$ cat config.mk
export PLATFORM = sky130hd
export DESIGN_NAME = car_sequence_gen
export DESIGN_NICKNAME = d
export VERILOG_FILES = /design/src/rtl/car_gate_pkg.sv /design/src/rtl/phase_timer.sv /design/src/rtl/car_sequence_gen.sv
export SDC_FILE = /design/constraint.sdc
export NUM_CORES = 1
export LEC_CHECK = 0
export ABC_CLOCK_PERIOD_IN_PS = 3400
export CORE_ASPECT_RATIO = 0.75
export CORE_UTILIZATION = 35
export CTS_BUF_LIST = sky130_fd_sc_hd__clkbuf_8
export DETAILED_ROUTE_END_ITERATION = 7
export GPL_TIMING_DRIVEN = 0
export SETUP_SLACK_MARGIN = 0.05
export SYNTH_ARGS = -nofsm -noshare
export SYNTH_HDL_FRONTEND = slang
export SYNTH_HIERARCHICAL = 1
export SYNTH_SLANG_ARGS = --single-unit
$ cat constraint.sdc
create_clock -name clk -period 3.4 [get_ports clk]
set_input_delay 0.68 -clock clk [delete_from_list [all_inputs] [get_ports clk]]
set_output_delay 0.68 -clock clk [all_outputs]
set_load 0.1 [all_outputs]
$ cat src/rtl/car_gate_pkg.sv
// Shared encodings for the car gate: sequencer states, travel direction and
// the {a,b} light-barrier sensor codes.
package car_gate_pkg;

    localparam int unsigned STATE_W = 3;
    localparam int unsigned SENS_W  = 2;

    typedef enum logic [STATE_W-1:0] {
        ST_IDLE = 3'd0,
        ST_P1   = 3'd1,
        ST_P2   = 3'd2,
        ST_P3   = 3'd3,
        ST_GAP  = 3'd4
    } state_t;

    localparam logic DIR_IN  = 1'b0;
    localparam logic DIR_OUT = 1'b1;

    // Bit 1 is sensor a, bit 0 is sensor b.
    localparam logic [SENS_W-1:0] SENS_CLEAR = 2'b00;
    localparam logic [SENS_W-1:0] SENS_A     = 2'b10;
    localparam logic [SENS_W-1:0] SENS_B     = 2'b01;
    localparam logic [SENS_W-1:0] SENS_BOTH  = 2'b11;

    // Sensor pattern shown while in a given state for a given direction.
    function automatic logic [SENS_W-1:0] phase_code(input state_t st, input logic dir);
        logic [SENS_W-1:0] code;
        code = SENS_CLEAR;
        case (st)
            ST_P1:   code = (dir == DIR_IN) ? SENS_A : SENS_B;
            ST_P2:   code = SENS_BOTH;
            ST_P3:   code = (dir == DIR_IN) ? SENS_B : SENS_A;
            default: code = SENS_CLEAR;
        endcase
        return code;
    endfunction

endpackage

$ cat src/rtl/phase_timer.sv
// Loadable down-counter that holds at zero; zero_c flags the final cycle of a phase.
module phase_timer #(
    parameter int unsigned DW = 8
) (
    input  logic          clk,
    input  logic          reset_n,
    input  logic          load,
    input  logic [DW-1:0] load_val,
    output logic          zero_c
);

    logic [DW-1:0] count;

    always_ff @(posedge clk or negedge reset_n) begin
        if (!reset_n) begin
            count <= '0;
        end else if (load) begin
            count <= load_val;
        end else if (count != '0) begin
            count <= count - DW'(1);
        end
    end

    assign zero_c = (count == '0);

endmodule

$ cat src/rtl/car_sequence_gen.sv
// Plays back the two-sensor waveform of one car passing the gate (entry or exit)
// with a programmable per-phase dwell, then a fixed idle gap; counts completions.
module car_sequence_gen
    import car_gate_pkg::*;
#(
    parameter int unsigned DW         = 8,
    parameter int unsigned GAP_CYCLES = 4,
    parameter int unsigned CNT_W      = 8
) (
    input  logic             clk,
    input  logic             reset_n,
    input  logic             cmd_valid,
    input  logic             cmd_dir,
    input  logic [DW-1:0]    cmd_dwell,
    output logic             cmd_ready,
    input  logic             abort,
    output logic             sensor_a,
    output logic             sensor_b,
    output logic             busy,
    output logic             done,
    output logic             aborted,
    output logic [CNT_W-1:0] n_in,
    output logic [CNT_W-1:0] n_out
);

    localparam logic [DW-1:0] GAP_LOAD = DW'(GAP_CYCLES - 1);

    state_t            state_q, state_d;
    logic              dir_q, dir_d;
    logic [DW-1:0]     dwell_q, dwell_d;
    logic [SENS_W-1:0] sens_q, sens_d;
    logic              done_d, aborted_d;
    logic              inc_in, inc_out;
    logic              ready_q, busy_q;
    logic [CNT_W-1:0]  n_in_q, n_out_q;
    logic              tmr_load;
    logic [DW-1:0]     tmr_val;
    logic              tmr_zero_c;
    logic [DW-1:0]     eff_dwell_c;

    // A zero dwell would give an empty phase; stretch it to one cycle.
    assign eff_dwell_c = (cmd_dwell == '0) ? DW'(1) : cmd_dwell;

    phase_timer #(
        .DW(DW)
    ) u_timer (
        .clk      (clk),
        .reset_n  (reset_n),
        .load     (tmr_load),
        .load_val (tmr_val),
        .zero_c   (tmr_zero_c)
    );

    // State, latched command and registered outputs.
    always_ff @(posedge clk or negedge reset_n) begin
        if (!reset_n) begin
            state_q <= ST_IDLE;
            dir_q   <= DIR_IN;
            dwell_q <= DW'(1);
            sens_q  <= SENS_CLEAR;
            done    <= 1'b0;
            aborted <= 1'b0;
            ready_q <= 1'b1;
            busy_q  <= 1'b0;
        end else begin
            state_q <= state_d;
            dir_q   <= dir_d;
            dwell_q <= dwell_d;
            sens_q  <= sens_d;
            done    <= done_d;
            aborted <= aborted_d;
            ready_q <= (state_d == ST_IDLE);
            busy_q  <= (state_d != ST_IDLE);
        end
    end

    // Next-state, timer control and output decode.
    always_comb begin
        state_d   = state_q;
        dir_d     = dir_q;
        dwell_d   = dwell_q;
        done_d    = 1'b0;
        aborted_d = 1'b0;
        inc_in    = 1'b0;
        inc_out   = 1'b0;
        tmr_load  = 1'b0;
        tmr_val   = dwell_q - DW'(1);

        case (state_q)
            ST_IDLE: begin
                if (cmd_valid) begin
                    state_d  = ST_P1;
                    dir_d    = cmd_dir;
                    dwell_d  = eff_dwell_c;
                    tmr_load = 1'b1;
                    tmr_val  = eff_dwell_c - DW'(1);
                end
            end
            ST_P1: begin
                if (tmr_zero_c) begin
                    state_d  = ST_P2;
                    tmr_load = 1'b1;
                end
            end
            ST_P2: begin
                if (tmr_zero_c) begin
                    state_d  = ST_P3;
                    tmr_load = 1'b1;
                end
            end
            ST_P3: begin
                if (tmr_zero_c) begin
                    state_d  = ST_GAP;
                    tmr_load = 1'b1;
                    tmr_val  = GAP_LOAD;
                end
            end
            ST_GAP: begin
                if (tmr_zero_c) begin
                    state_d = ST_IDLE;
                    done_d  = 1'b1;
                    inc_in  = (dir_q == DIR_IN);
                    inc_out = (dir_q == DIR_OUT);
                end
            end
            default: begin
                state_d = ST_IDLE;
            end
        endcase

        // Abort overrides any progress, but only while a sequence is running.
        if (abort && (state_q inside {ST_P1, ST_P2, ST_P3, ST_GAP})) begin
            state_d   = ST_IDLE;
            aborted_d = 1'b1;
            done_d    = 1'b0;
            inc_in    = 1'b0;
            inc_out   = 1'b0;
            tmr_load  = 1'b0;
        end
    end

    assign sens_d = phase_code(state_d, dir_d);

    // Completion counters wrap silently.
    always_ff @(posedge clk or negedge reset_n) begin
        if (!reset_n) begin
            n_in_q  <= '0;
            n_out_q <= '0;
        end else begin
            if (inc_in) begin
                n_in_q <= n_in_q + CNT_W'(1);
            end
            if (inc_out) begin
                n_out_q <= n_out_q + CNT_W'(1);
            end
        end
    end

    assign sensor_a  = sens_q[1];
    assign sensor_b  = sens_q[0];
    assign cmd_ready = ready_q;
    assign busy      = busy_q;
    assign n_in      = n_in_q;
    assign n_out     = n_out_q;

endmodule

# Word level (Yosys, flattened, before mapping)
# Cells that the tools add are included.
[totals]
register_bits = 42
input_bits = 13
out_inout_bits = 22
elab_cells = 66
[op_classes]
add_sub_neg = 5
n_eq_ne = 7
n_mux = 31
n_bitwise = 1
reduce_logical = 11
[ops]
columns = ["op", "count"]
rows = [
  ["$mux 8", 5],
  ["$sub 8x1->8 const B", 3],
  ["$mux 3", 6],
  ["$add 8x1->8 const B", 2],
  ["$logic_not 8->1", 2],
  ["$pmux 8 s2", 1],
  ["$pmux 3 s5", 1],
  ["$mux 1", 14],
  ["$eq 3x2->1 const B", 4],
  ["$reduce_bool 8->1", 1],
  ["$eq 3x1->1 const B", 2],
  ["$logic_not 3->1", 2],
  ["$pmux 2 s3", 1],
  ["$mux 2", 2],
  ["$reduce_bool 4->1", 1],
  ["$eq 3x3->1 const B", 1],
  ["$reduce_bool 3->1", 1],
  ["$reduce_or 3->1", 1],
  ["$pmux 1 s2", 1],
  ["$reduce_and 2->1", 1],
  ["$reduce_bool 2->1", 1],
  ["$logic_and 1x1->1", 1],
  ["$not 1->1", 1],
]

# Logic depth before layout (Yosys ltp)
# Gate-level depths: netlist (run 1).
[depth]
word_depth = 6
mapped_depth = 10

# Cells and area by module
# The synthesis (run 1) kept the hierarchy.
[by_module_without_submodules]
columns = ["module", "n_inst", "cells_per_inst", "area_per_inst_um2", "seq_area_each_um2"]
rows = [
  ["car_sequence_gen", 1, 185, 1883.1, 853.3],
  ["phase_timer", 1, 54, 476.7, 200.2],
]

# Worst setup path after synthesis (run 1)
# Ideal clock, no wire load.
[synth_timing]
kind = "register to register"
from = "register u_timer.count[0]"
to = "register n_in_q[3] (netlist: n_in[3])"
setup_time_ns = 0.159
arrival_time_ns = 2.313
path_slack_ns = 0.928
path_stages_with_launch = 10
synth_period_minus_slack_ns = 2.472
path_cell_list = "dfrtp_1 -> inv_1 -> ha_1 -> or3b_1 -> clkbuf_2 -> nor2_1 -> nor4b_4 -> and3b_1 -> nand4_1 -> xnor2_1"
[synth_between]
elab_chain_len = 4
[synth_lines]
columns = ["item", "line", "rtl"]
rows = [
  ["start, declared", "phase_timer.sv:12", "logic [DW-1:0] count;"],
  ["start signal, assigned", "phase_timer.sv:18", "count <= load_val;"],
  ["start signal, assigned", "phase_timer.sv:20", "count <= count - DW'(1);"],
  ["$logic_not 8->1", "phase_timer.sv:24", "assign zero_c = (count == '0);"],
  ["named net tmr_zero_c", "car_sequence_gen.sv:38", "logic tmr_zero_c;"],
  ["$mux 1", "car_sequence_gen.sv:119", "if (tmr_zero_c) begin"],
  ["$mux 1", "car_sequence_gen.sv:89", "case (state_q)"],
  ["$mux 1", "car_sequence_gen.sv:132", "if (abort && (state_q inside {ST_P1, ST_P2, ST_P3, ST_GAP})) begin"],
  ["end signal, assigned", "car_sequence_gen.sv:151", "n_in_q <= n_in_q + CNT_W'(1);"],
  ["end, declared", "car_sequence_gen.sv:35", "logic [CNT_W-1:0] n_in_q, n_out_q;"],
]
# The timed path passes the listed nets, and every way through them passes these cells.
# A chain may end at the register's enable or synchronous reset.

# Final worst setup path (run 1)
[layout_timing]
from = "register u_timer.count[0]"
to = "register u_timer.count[3]"
[layout_between]
elab_chain_len = 5
elab_cells_between_ends = 11
[layout_lines]
columns = ["item", "line", "rtl"]
rows = [
  ["$logic_not 8->1 *", "phase_timer.sv:24", ""],
  ["named net tmr_zero_c", "car_sequence_gen.sv:38", ""],
  ["$mux 1 *", "car_sequence_gen.sv:100, car_sequence_gen.sv:106, car_sequence_gen.sv:112", ""],
  ["$pmux 1 s2 *", "car_sequence_gen.sv:89", ""],
  ["$mux 1 *", "car_sequence_gen.sv:132", ""],
  ["named net tmr_load", "car_sequence_gen.sv:36", "logic tmr_load;"],
  ["$mux 8 / $reduce_bool 2->1 (equally long branches)", "n/a", ""],
]
# The timed path passes the listed nets; every way through them passes the cells marked *. The select of a mux whose other input is x is not followed.

==> results of run 1 <==
[cell type report]
cell class              count  area, µm²
inverters                  10      37.54
repair buffers             34      352.8
multi-input cells         178       1200
fillers                   599       3516
clock inverters             3      13.76
flip-flops and latches     42       1054
clock buffers               5      68.82
plain buffers               9      68.82
well taps                  81      101.3
[state kept, by name, indices dropped and copies added, names as in the netlist]
register / flops
state_q: 3
sens_q: 2
cmd_ready: 1
done: 1
n_in: 8
dir_q: 1
n_out: 8
u_timer/count: 8
busy: 1
dwell_q: 8
aborted: 1
[power groups by stage]
stage / logic [µW] / clock network [µW] / registers [µW]
after global routing: 819 / 336 / 757
after detailed placement: 741 / 0 / 746
final: 748 / 303 / 737
after CTS: 750 / 319 / 737
after floorplan: 439 / 0 / 859
after global placement: 732 / 0 / 743
[worst reg2reg max path, delay by kind of cell (launching register included)]
| kind | cells | cell delay, ns |
|---|---|---|
| AO/OA/AOI/OAI | 2 | 0.42 |
| adder cells (fa/ha/maj) | 1 | 0.23 |
| buffers and inverters | 3 | 0.68 |
| flip-flops | 1 | 0.42 |
| AND/OR/NAND/NOR | 4 | 1.14 |
[metrics by stage]
| step | area [µm²] | hold slack (ns) |
|---|---|---|
| 6_report | 2897 | 0.3539 |
| 5_1_grt | 2897 | 0.3872 |
| 4_1_cts | 2897 | 0.3608 |
| 3_5_place_dp | 2814 | 0.4582 |
| 3_3_place_gp | 2791 | 0.4575 |
| 2_1_floorplan | 2360 | 0.3844 |
[how the worst max path moves through the flow]
stage	start	to	cells past startpoint
final	u_timer/count[0]	u_timer/count[3]	10
after global routing	u_timer/count[0]	u_timer/count[3]	10
after CTS	u_timer/count[0]	u_timer/count[0]	10
after detailed placement	u_timer/count[0]	u_timer/count[3]	9
after global placement	u_timer/count[0]	u_timer/count[3]	10
after floorplan	u_timer/count[0]	n_in[3]	9
[routing by layer]
layer / up-vias / part of all wire [%]
met5: - / 0
met4: 0 / 1.4
met3: 5 / 2.8
met2: 24 / 41
met1: 826 / 55
li1: 923 / -
[kinds of logic (layout without fill, tap and decap cells)]
family                   Yosys count  after routing
AND/OR/NAND/NOR                  104            104
buffers and inverters             19             61
flip-flops                        42             42
XOR/XNOR                          26             26
adder cells (fa/ha/maj)            5              5
multiplexers                       7              7
AO/OA/AOI/OAI                     36             36
[layout by cell type (no fill, tap or decap), types with 3 or more instances in the layout]
cell,n
clkdlybuf4s50_1,32
nor3b_1,3
xnor2_1,13
dfrtp_1,40
a21oi_1,8
clkbuf_8,5
ha_1,5
nand4_1,5
nor4_1,3
or3b_1,3
o31ai_1,3
xor2_1,13
nor2_1,17
nor3_1,10
nand3_1,6
o22ai_1,6
buf_2,3
nand2_1,36
mux2i_1,3
buf_6,3
or4_1,3
inv_1,11
mux2_1,3
o21ai_0,3
==> impl_metrics.toml, run 1 <==
[grt]
antenna_found_initial = 0
top_usage_layer = "met1"
grt_pass1_vias = 1680
met1_usage_pct = 22.91
use_met2_pct = 20.11
grt_pass1_wl_mm = 8.300
grt_use_met3_pct = 3.161
grt_usage_pct = 14.87
grt_max_degree = 23
grt.overflow.total = 0

[timing]
finalMaxSlewViolations = 0
tns_ns = 0
max_slew.worst_pin.slew_ns = 0.9703
fin_crit_ns = 2.970
clock_skew_ns = 0.008205
post-route-period-util_pct = 87.35
hold_viol_final = 0
fin_ws_ns = 0.4300
setup_violations = 0
rsz0062_at_grt = "false"
max_slew_margin_pct = 35.11
max_freq_mhz = 336.7

[die]
rows = 25
core_um2 = 6412
die_h_um = 73.11
die_x_um = 96.82
start_util_pct = 36.80
dieArea_um2 = 7078
pin_count = 35

[logic_synthesis]
ys_seq_area_share_pct = 44.64
async_flop_share_pct = 100.0
syn_nets = 257
synthSimpleGateAreaFrac_pct = 23.91
synth_compound_area_share_pct = 11.29
synth_edf_count = 0
ys.flop_type = "dfrtp_1"
synthesis.area_um2 = 2360
synthAdderAreaFrac_pct = 2.651
yosys_warnings = 6
netlist_instances = 239
ys_top_cells_by_count = "dfrtp_1 (40), nand2_1 (36), nor2_1 (17)"
synth_xor_area_share_pct = 9.650
synth_top_area_cell = "dfrtp_1"
synth.most_common_cell = "dfrtp_1"
synth_area_leaders = "dfrtp_1 (42%), nand2_1 (5.7%), xnor2_1 (4.8%)"
ys_ff_latch = 42
synth_top_family_by_area = "simple AND/OR/NAND/NOR gates"
syn_avg_cell_area_um2 = 9.873
synth_cell_types = 57
yosys-mux-area-fraction_pct = 3.340
synth_top_area_share_pct = 42.42

[setup_path]
r2r_start = "u_timer/count[0]"
path_delay_family = "simple AND/OR/NAND/NOR gates"
critPathMaxStageDelay_ns = 0.52
rrSetupSlack_ns = 0.43
critical_path_class = "register to register"
cp-end-kind = "register"
r2r_cells = 10
critPathBufInv = 3
startpoint_type = "register"
critPathMaxFanout = 10
cp.arrival_ns = 3.18
crit_chain = "inv_1, ha_1, or3b_1, clkbuf_2, nor2_1, nand3b_1, a21oi_1, dlygate4sd1_1, nand2_1, o21ai_0"
slowest_stage = "nor2_1"
crit_required_ns = 3.61
r2r_end = "u_timer/count[3]"

[clocking]
cts_buffers = 5
insertion_delay_ns = 0.29
cts_root_buf = "clkbuf_8"
cts_hold_buf = 0
cts_resized = 0
clk_pin_slew_ns = 0.08
cts_setup_buffers = 0
clkSinkCount = 42
htreeDepth = 2
clock_path_buffers = 2
cts_tree = "yes"

[final_layout]
drive_gt1_share_pct = 10.68
instances_no_fill = 362
utilization_pct = 45.17
diodes = 0
area_growth_pct = 22.75
num-nets-final = 298

[route]
wl_per_cell_um = 13.43
ant_nets = 0
drc = 0
routed_wl_mm = 4.860
drt-initial-drc-count = 82
num_vias = 1778
firstDrtPassIters = 4
vias_per_cell = 4.912

[placed_design]
dpl.hpwl_mm = 3.723
dpl_worst_slack_ns = 0.4440
placed_cells = 354
port_buffers = 33
gp_congestion = 0.8246

[pwr]
total_power_uw = 1788
peakVddDrop_v = 0.0002740
clkPwrFrac_pct = 16.9
p_sw_share_pct = 40.73
pwr-share-seq_pct = 41.2
p_switching_uw = 728.4
internal-power_uw = 1060
p_leak_uw = 0.001253
power_density_nw_per_um2 = 617.3
pwr-share-comb_pct = 41.8

[hold_path]
worst_hold_path_type = "input pin to async pin"

[flow_run]
cap_violations = 0

[status]
run_status = "finished clean"
(Power assumes the default switching activity.)
==> run 2: changes to the inputs <==
--- a/config.mk
+++ b/config.mk
@@ -11,6 +11,7 @@
 export CTS_BUF_LIST = sky130_fd_sc_hd__clkbuf_8
 export DETAILED_ROUTE_END_ITERATION = 7
 export GPL_TIMING_DRIVEN = 0
+export PLACE_DENSITY = 0.56
 export SETUP_SLACK_MARGIN = 0.05
 export SYNTH_ARGS = -nofsm -noshare
 export SYNTH_HDL_FRONTEND = slang
==> impl_metrics.toml, run 2 (synthesized netlist as in run 1, its figures left out) <==
[die]
rows = 25
pin_count = 35
core_um2 = 6412
start_util_pct = 36.80
dieArea_um2 = 7078
die_x_um = 96.82
die_h_um = 73.11

[setup_path]
critical_path_class = "register to register"
cp.arrival_ns = 3.21
critPathMaxFanout = 10
path_delay_family = "simple AND/OR/NAND/NOR gates"
crit_required_ns = 3.62
slowest_stage = "nor2_1"
crit_chain = "inv_1, ha_1, or3b_1, clkbuf_2, nor2_1, nand3b_1, a21oi_1, dlygate4sd1_1, nand2_1, o21ai_0"
critPathMaxStageDelay_ns = 0.51
critPathBufInv = 3
startpoint_type = "register"
cp-end-kind = "register"

[flow_run]
cap_violations = 0

[pwr]
p_switching_uw = 740.6
peakVddDrop_v = 0.0002886
internal-power_uw = 1155
power_density_nw_per_um2 = 646.9
p_sw_share_pct = 39.06
pwr-share-comb_pct = 39.2
clkPwrFrac_pct = 21.7
p_leak_uw = 0.001266
pwr-share-seq_pct = 39.1

[final_layout]
multi_input_area_um2 = 1200
diodes = 0
drive_gt1_share_pct = 10.68
area_growth_pct = 24.18
regArea_um2 = 1054
design_area_um2 = 2930
num-nets-final = 298
nFillCells = 625
layout_common_cells = "dfrtp_1 (40), nand2_1 (36), clkdlybuf4s50_1 (32)"
layout_commonest_cell = "dfrtp_1"

[clocking]
clock_path_buffers = 2
cts_tree = "yes"
cts_setup_buffers = 0
cts_buffers = 5
insertion_delay_ns = 0.30
cts_root_buf = "clkbuf_8"
cts_hold_buf = 0
clkSinkCount = 42
clk_pin_slew_ns = 0.09
htreeDepth = 2
cts_resized = 0

[route]
wl_met2_mm = 1.994
drt-initial-drc-count = 52
num_vias = 1792
detail_route.wirelength.met1_mm = 2.959
drc = 0
ant_nets = 0
top_layer = "met4"
routed_wl_mm = 5.110
met3_length_um = 102
firstDrtPassIters = 4
vias_per_cell = 4.950
wl_per_cell_um = 14.12

[timing]
fin_ws_ns = 0.4039
fin_crit_ns = 2.996
clock_skew_ns = 0.01182
max_freq_mhz = 333.8
tns_ns = 0
max_slew_margin_pct = 34.74
post-route-period-util_pct = 88.12
rsz0062_at_grt = "false"
setup_violations = 0
hold_viol_final = 0
max_slew.worst_pin.slew_ns = 0.9758
finalMaxSlewViolations = 0

[placed_design]
gp_congestion = 0.7962
dpl_worst_slack_ns = 0.4289
dpl.hpwl_mm = 3.868
post_dp_cell_area_um2 = 2814
port_buffers = 33

[grt]
grt_pass1_vias = 1715
grt_pass1_wl_mm = 8.735
grt_usage_pct = 15.73
antenna_found_initial = 0
grt_max_degree = 23
grt.overflow.total = 0

[hold_path]
worst_hold_path_type = "input pin to async pin"

[status]
run_status = "finished clean"
## run 2: final cells by class
class	count	area share, %
inverters	10	1.281
well taps	81	3.459
flip-flops and latches	42	35.95
repair buffers	34	12.04
clock inverters	2	1.153
multi-input cells	178	40.95
plain buffers	9	2.348
clock buffers	6	2.818
## run 2: final timing paths
kind	startpoint	to	slack (ns)	cells after the start
min in group clk	n_in[7]	n_in[7]	0.47	1
min reg2reg	n_in[7]	n_in[7]	0.47	1
min	reset_n	dir_q	0.35	1
max in group asynchronous	reset_n	cmd_ready	2.49	2
max reg2reg	u_timer/count[0]	u_timer/count[3]	0.40	10
max	u_timer/count[0]	u_timer/count[3]	0.40	10
## run 2: per-layer routing
| layer | vias to the layer above | track usage, % |
|---|---|---|
| met1 | 847 | 24.56 |
| li1 | 922 | - |
| met2 | 18 | 20.97 |
| met4 | 0 | 6.136 |
| met5 | - | 0 |
| met3 | 5 | 2.969 |
## run 2: per-stage QoR
| stage | total power [µW] | hold slack [ns] | std cells | utilization, % |
|---|---|---|---|---|
| floorplan | 1298 | 0.3844 | 239 | - |
| global placement | 1479 | 0.4566 | 353 | 43.53 |
| detailed placement | 1491 | 0.4635 | 354 | 43.88 |
| CTS | 1914 | 0.3632 | 362 | 45.70 |
| global route | 2027 | 0.3656 | 362 | 45.70 |
| finish | 1896 | 0.3501 | 362 | 45.70 |
## run 2: worst reg2reg max path: stages, from the launching register on
cell,delay (ns)
dfrtp_1,0.43
inv_1,0.09
ha_1,0.23
or3b_1,0.36
clkbuf_2,0.17
nor2_1,0.51
nand3b_1,0.14
a21oi_1,0.32
dlygate4sd1_1,0.43
nand2_1,0.12
o21ai_0,0.11
## run 2: power groups by stage
stage | Combinational, µW | Sequential, µW | Clock, µW
after floorplan | 439 | 859 | 0
after global placement | 734 | 744 | 0
after detailed placement | 743 | 748 | 0
after CTS | 747 | 739 | 428
after global routing | 819 | 758 | 449
final | 743 | 740 | 412
==> run 3: changes to the inputs <==
--- a/config.mk
+++ b/config.mk
@@ -5,10 +5,9 @@
 export SDC_FILE = /design/constraint.sdc
 export NUM_CORES = 1
 export LEC_CHECK = 0
-export ABC_CLOCK_PERIOD_IN_PS = 3400
+export ABC_CLOCK_PERIOD_IN_PS = 3850
 export CORE_ASPECT_RATIO = 0.75
 export CORE_UTILIZATION = 35
-export CTS_BUF_LIST = sky130_fd_sc_hd__clkbuf_8
 export DETAILED_ROUTE_END_ITERATION = 7
 export GPL_TIMING_DRIVEN = 0
 export PLACE_DENSITY = 0.56
@@ -17,3 +16,4 @@
 export SYNTH_HDL_FRONTEND = slang
 export SYNTH_HIERARCHICAL = 1
 export SYNTH_SLANG_ARGS = --single-unit
+export TNS_END_PERCENT = 100
==> constraint.sdc (replaced) <==
create_clock -name clk -period 3.85 [get_ports clk]
set_input_delay 0.77 -clock clk [delete_from_list [all_inputs] [get_ports clk]]
set_output_delay 0.77 -clock clk [all_outputs]
set_load 0.1 [all_outputs]
==> impl_metrics.toml, run 3 (synthesized netlist as in run 1, its figures left out) <==
[setup_path]
cp-end-kind = "register"
crit_chain = "inv_1, ha_1, or3b_1, clkbuf_2, nor2_1, nand3b_1, a21oi_1, dlygate4sd1_1, nand2_1, o21ai_0"
slowest_stage = "nor2_1"
critical_path_class = "register to register"
crit_required_ns = 4.07
r2r_cells = 10
rrSetupSlack_ns = 0.86
cp.arrival_ns = 3.21
startpoint_type = "register"
r2r_end = "u_timer/count[3]"
critPathMaxFanout = 10
r2r_start = "u_timer/count[0]"
critPathLaunch = "u_timer/count[0]"
crit_end = "u_timer/count[3]"
critPathMaxStageDelay_ns = 0.51

[final_layout]
layout_commonest_cell = "dfrtp_1"
area_growth_pct = 24.18
layout_common_cells = "dfrtp_1 (40), nand2_1 (36), clkdlybuf4s50_1 (32)"
design_area_um2 = 2930
diodes = 0
drive_gt1_share_pct = 10.68
num-nets-final = 298

[clocking]
clock_path_buffers = 2
cts_setup_buffers = 0
cts_hold_buf = 0
clkSinkCount = 42
cts_root_buf = "clkbuf_8"
insertion_delay_ns = 0.30
cts_tree = "yes"
clk_pin_slew_ns = 0.09
cts_resized = 0
cts_buffers = 5
htreeDepth = 2

[hold_path]
worst_hold_path_type = "input pin to async pin"

[timing]
max_slew.worst_pin.slew_ns = 0.9758
fin_crit_ns = 2.991
max_freq_mhz = 334.4
max_slew_margin_pct = 34.74
finalMaxSlewViolations = 0
hold_viol_final = 0
rsz0062_at_grt = "false"
setup_violations = 0
clock_skew_ns = 0.01213
tns_ns = 0
post-route-period-util_pct = 77.68

[route]
wl_per_cell_um = 14.11
drt-initial-drc-count = 52
num_vias = 1792
ant_nets = 0
routed_wl_mm = 5.108
vias_per_cell = 4.950
firstDrtPassIters = 4
drc = 0

[placed_design]
port_buffers = 33
post_dp_cell_area_um2 = 2814
dpl.hpwl_mm = 3.868
gp_congestion = 0.7962

[die]
die_h_um = 73.11
start_util_pct = 36.80
die_x_um = 96.82
core_um2 = 6412
pin_count = 35
dieArea_um2 = 7078
rows = 25

[pwr]
clkPwrFrac_pct = 21.9
p_switching_uw = 653.8
pwr-share-seq_pct = 39.0
power_density_nw_per_um2 = 572.2
pwr-share-comb_pct = 39.1
peakVddDrop_v = 0.0002572
p_leak_uw = 0.001262
p_sw_share_pct = 38.99
internal-power_uw = 1023

[grt]
grt_max_degree = 23
grt_usage_pct = 15.73
grt_pass1_vias = 1715
antenna_found_initial = 0
grt.overflow.total = 0
grt_pass1_wl_mm = 8.735

[flow_run]
cap_violations = 0

[status]
run_status = "finished clean"
[run 3: cell types whose count changed in the layout (fill, tap and decap cells not counted)]
cell,before,now
clkbuf_1,1,2
inv_1,11,10
[run 3: area by class of cell]
class | instances | area, µm²
multi-input cells | 178 | 1200
well taps | 81 | 101.3
repair buffers | 34 | 352.8
clock buffers | 7 | 86.33
plain buffers | 9 | 68.82
inverters | 10 | 37.54
clock inverters | 1 | 30.03
flip-flops and latches | 42 | 1054
fillers | 625 | 3482
[run 3: worst min-delay path by stage]
stage,from,to,slack (ns),depth (start not counted)
2_1_floorplan,dwell_q[7],dwell_q[7],0.46,2
3_3_place_gp,n_out[7],n_out[7],0.46,1
3_5_place_dp,n_in[7],n_in[7],0.46,1
4_1_cts,reset_n,sens_q[0],0.45,1
5_1_grt,reset_n,dir_q,0.46,1
6_report,reset_n,dwell_q[3],0.44,1
[run 3: critical path, delay by kind of cell (launching register included)]
family / cells / cell delay [ns]
compound gates: 2 / 0.43
fa+ha+maj: 1 / 0.23
buf+inv: 3 / 0.69
flops: 1 / 0.42
simple gates: 4 / 1.13
[run 3: through the flow]
stage | setup slack [ns] | hold slack (ns) | std cells | util, % | total power, µW
after detailed placement | 0.8789 | 0.4635 | 354 | 43.88 | 1316
after floorplan | 1.378 | 0.4648 | 239 | - | 1147
after global routing | 0.5797 | 0.4561 | 362 | 45.70 | 1792
final | 0.8592 | 0.4402 | 362 | 45.70 | 1677
after CTS | 0.8604 | 0.4537 | 362 | 45.70 | 1692
after global placement | 0.8173 | 0.4566 | 353 | 43.53 | 1306
[run 3: power groups by stage]
stage                     Sequential [µW]  Clock (µW)  Combinational [µW]
final                                 654         367                 656
after global routing                  670         399                 724
after CTS                             652         380                 660
after detailed placement              660           0                 656
after global placement                657           0                 648
after floorplan                       759           0                 388
[run 3: routing by layer]
layer	vias to the layer above	global-route usage [%]	routed length, µm
li1	922	-	-
met1	847	24.56	2959
met3	5	2.969	102
met2	18	20.97	1992
met4	0	6.136	53
met5	-	0	0
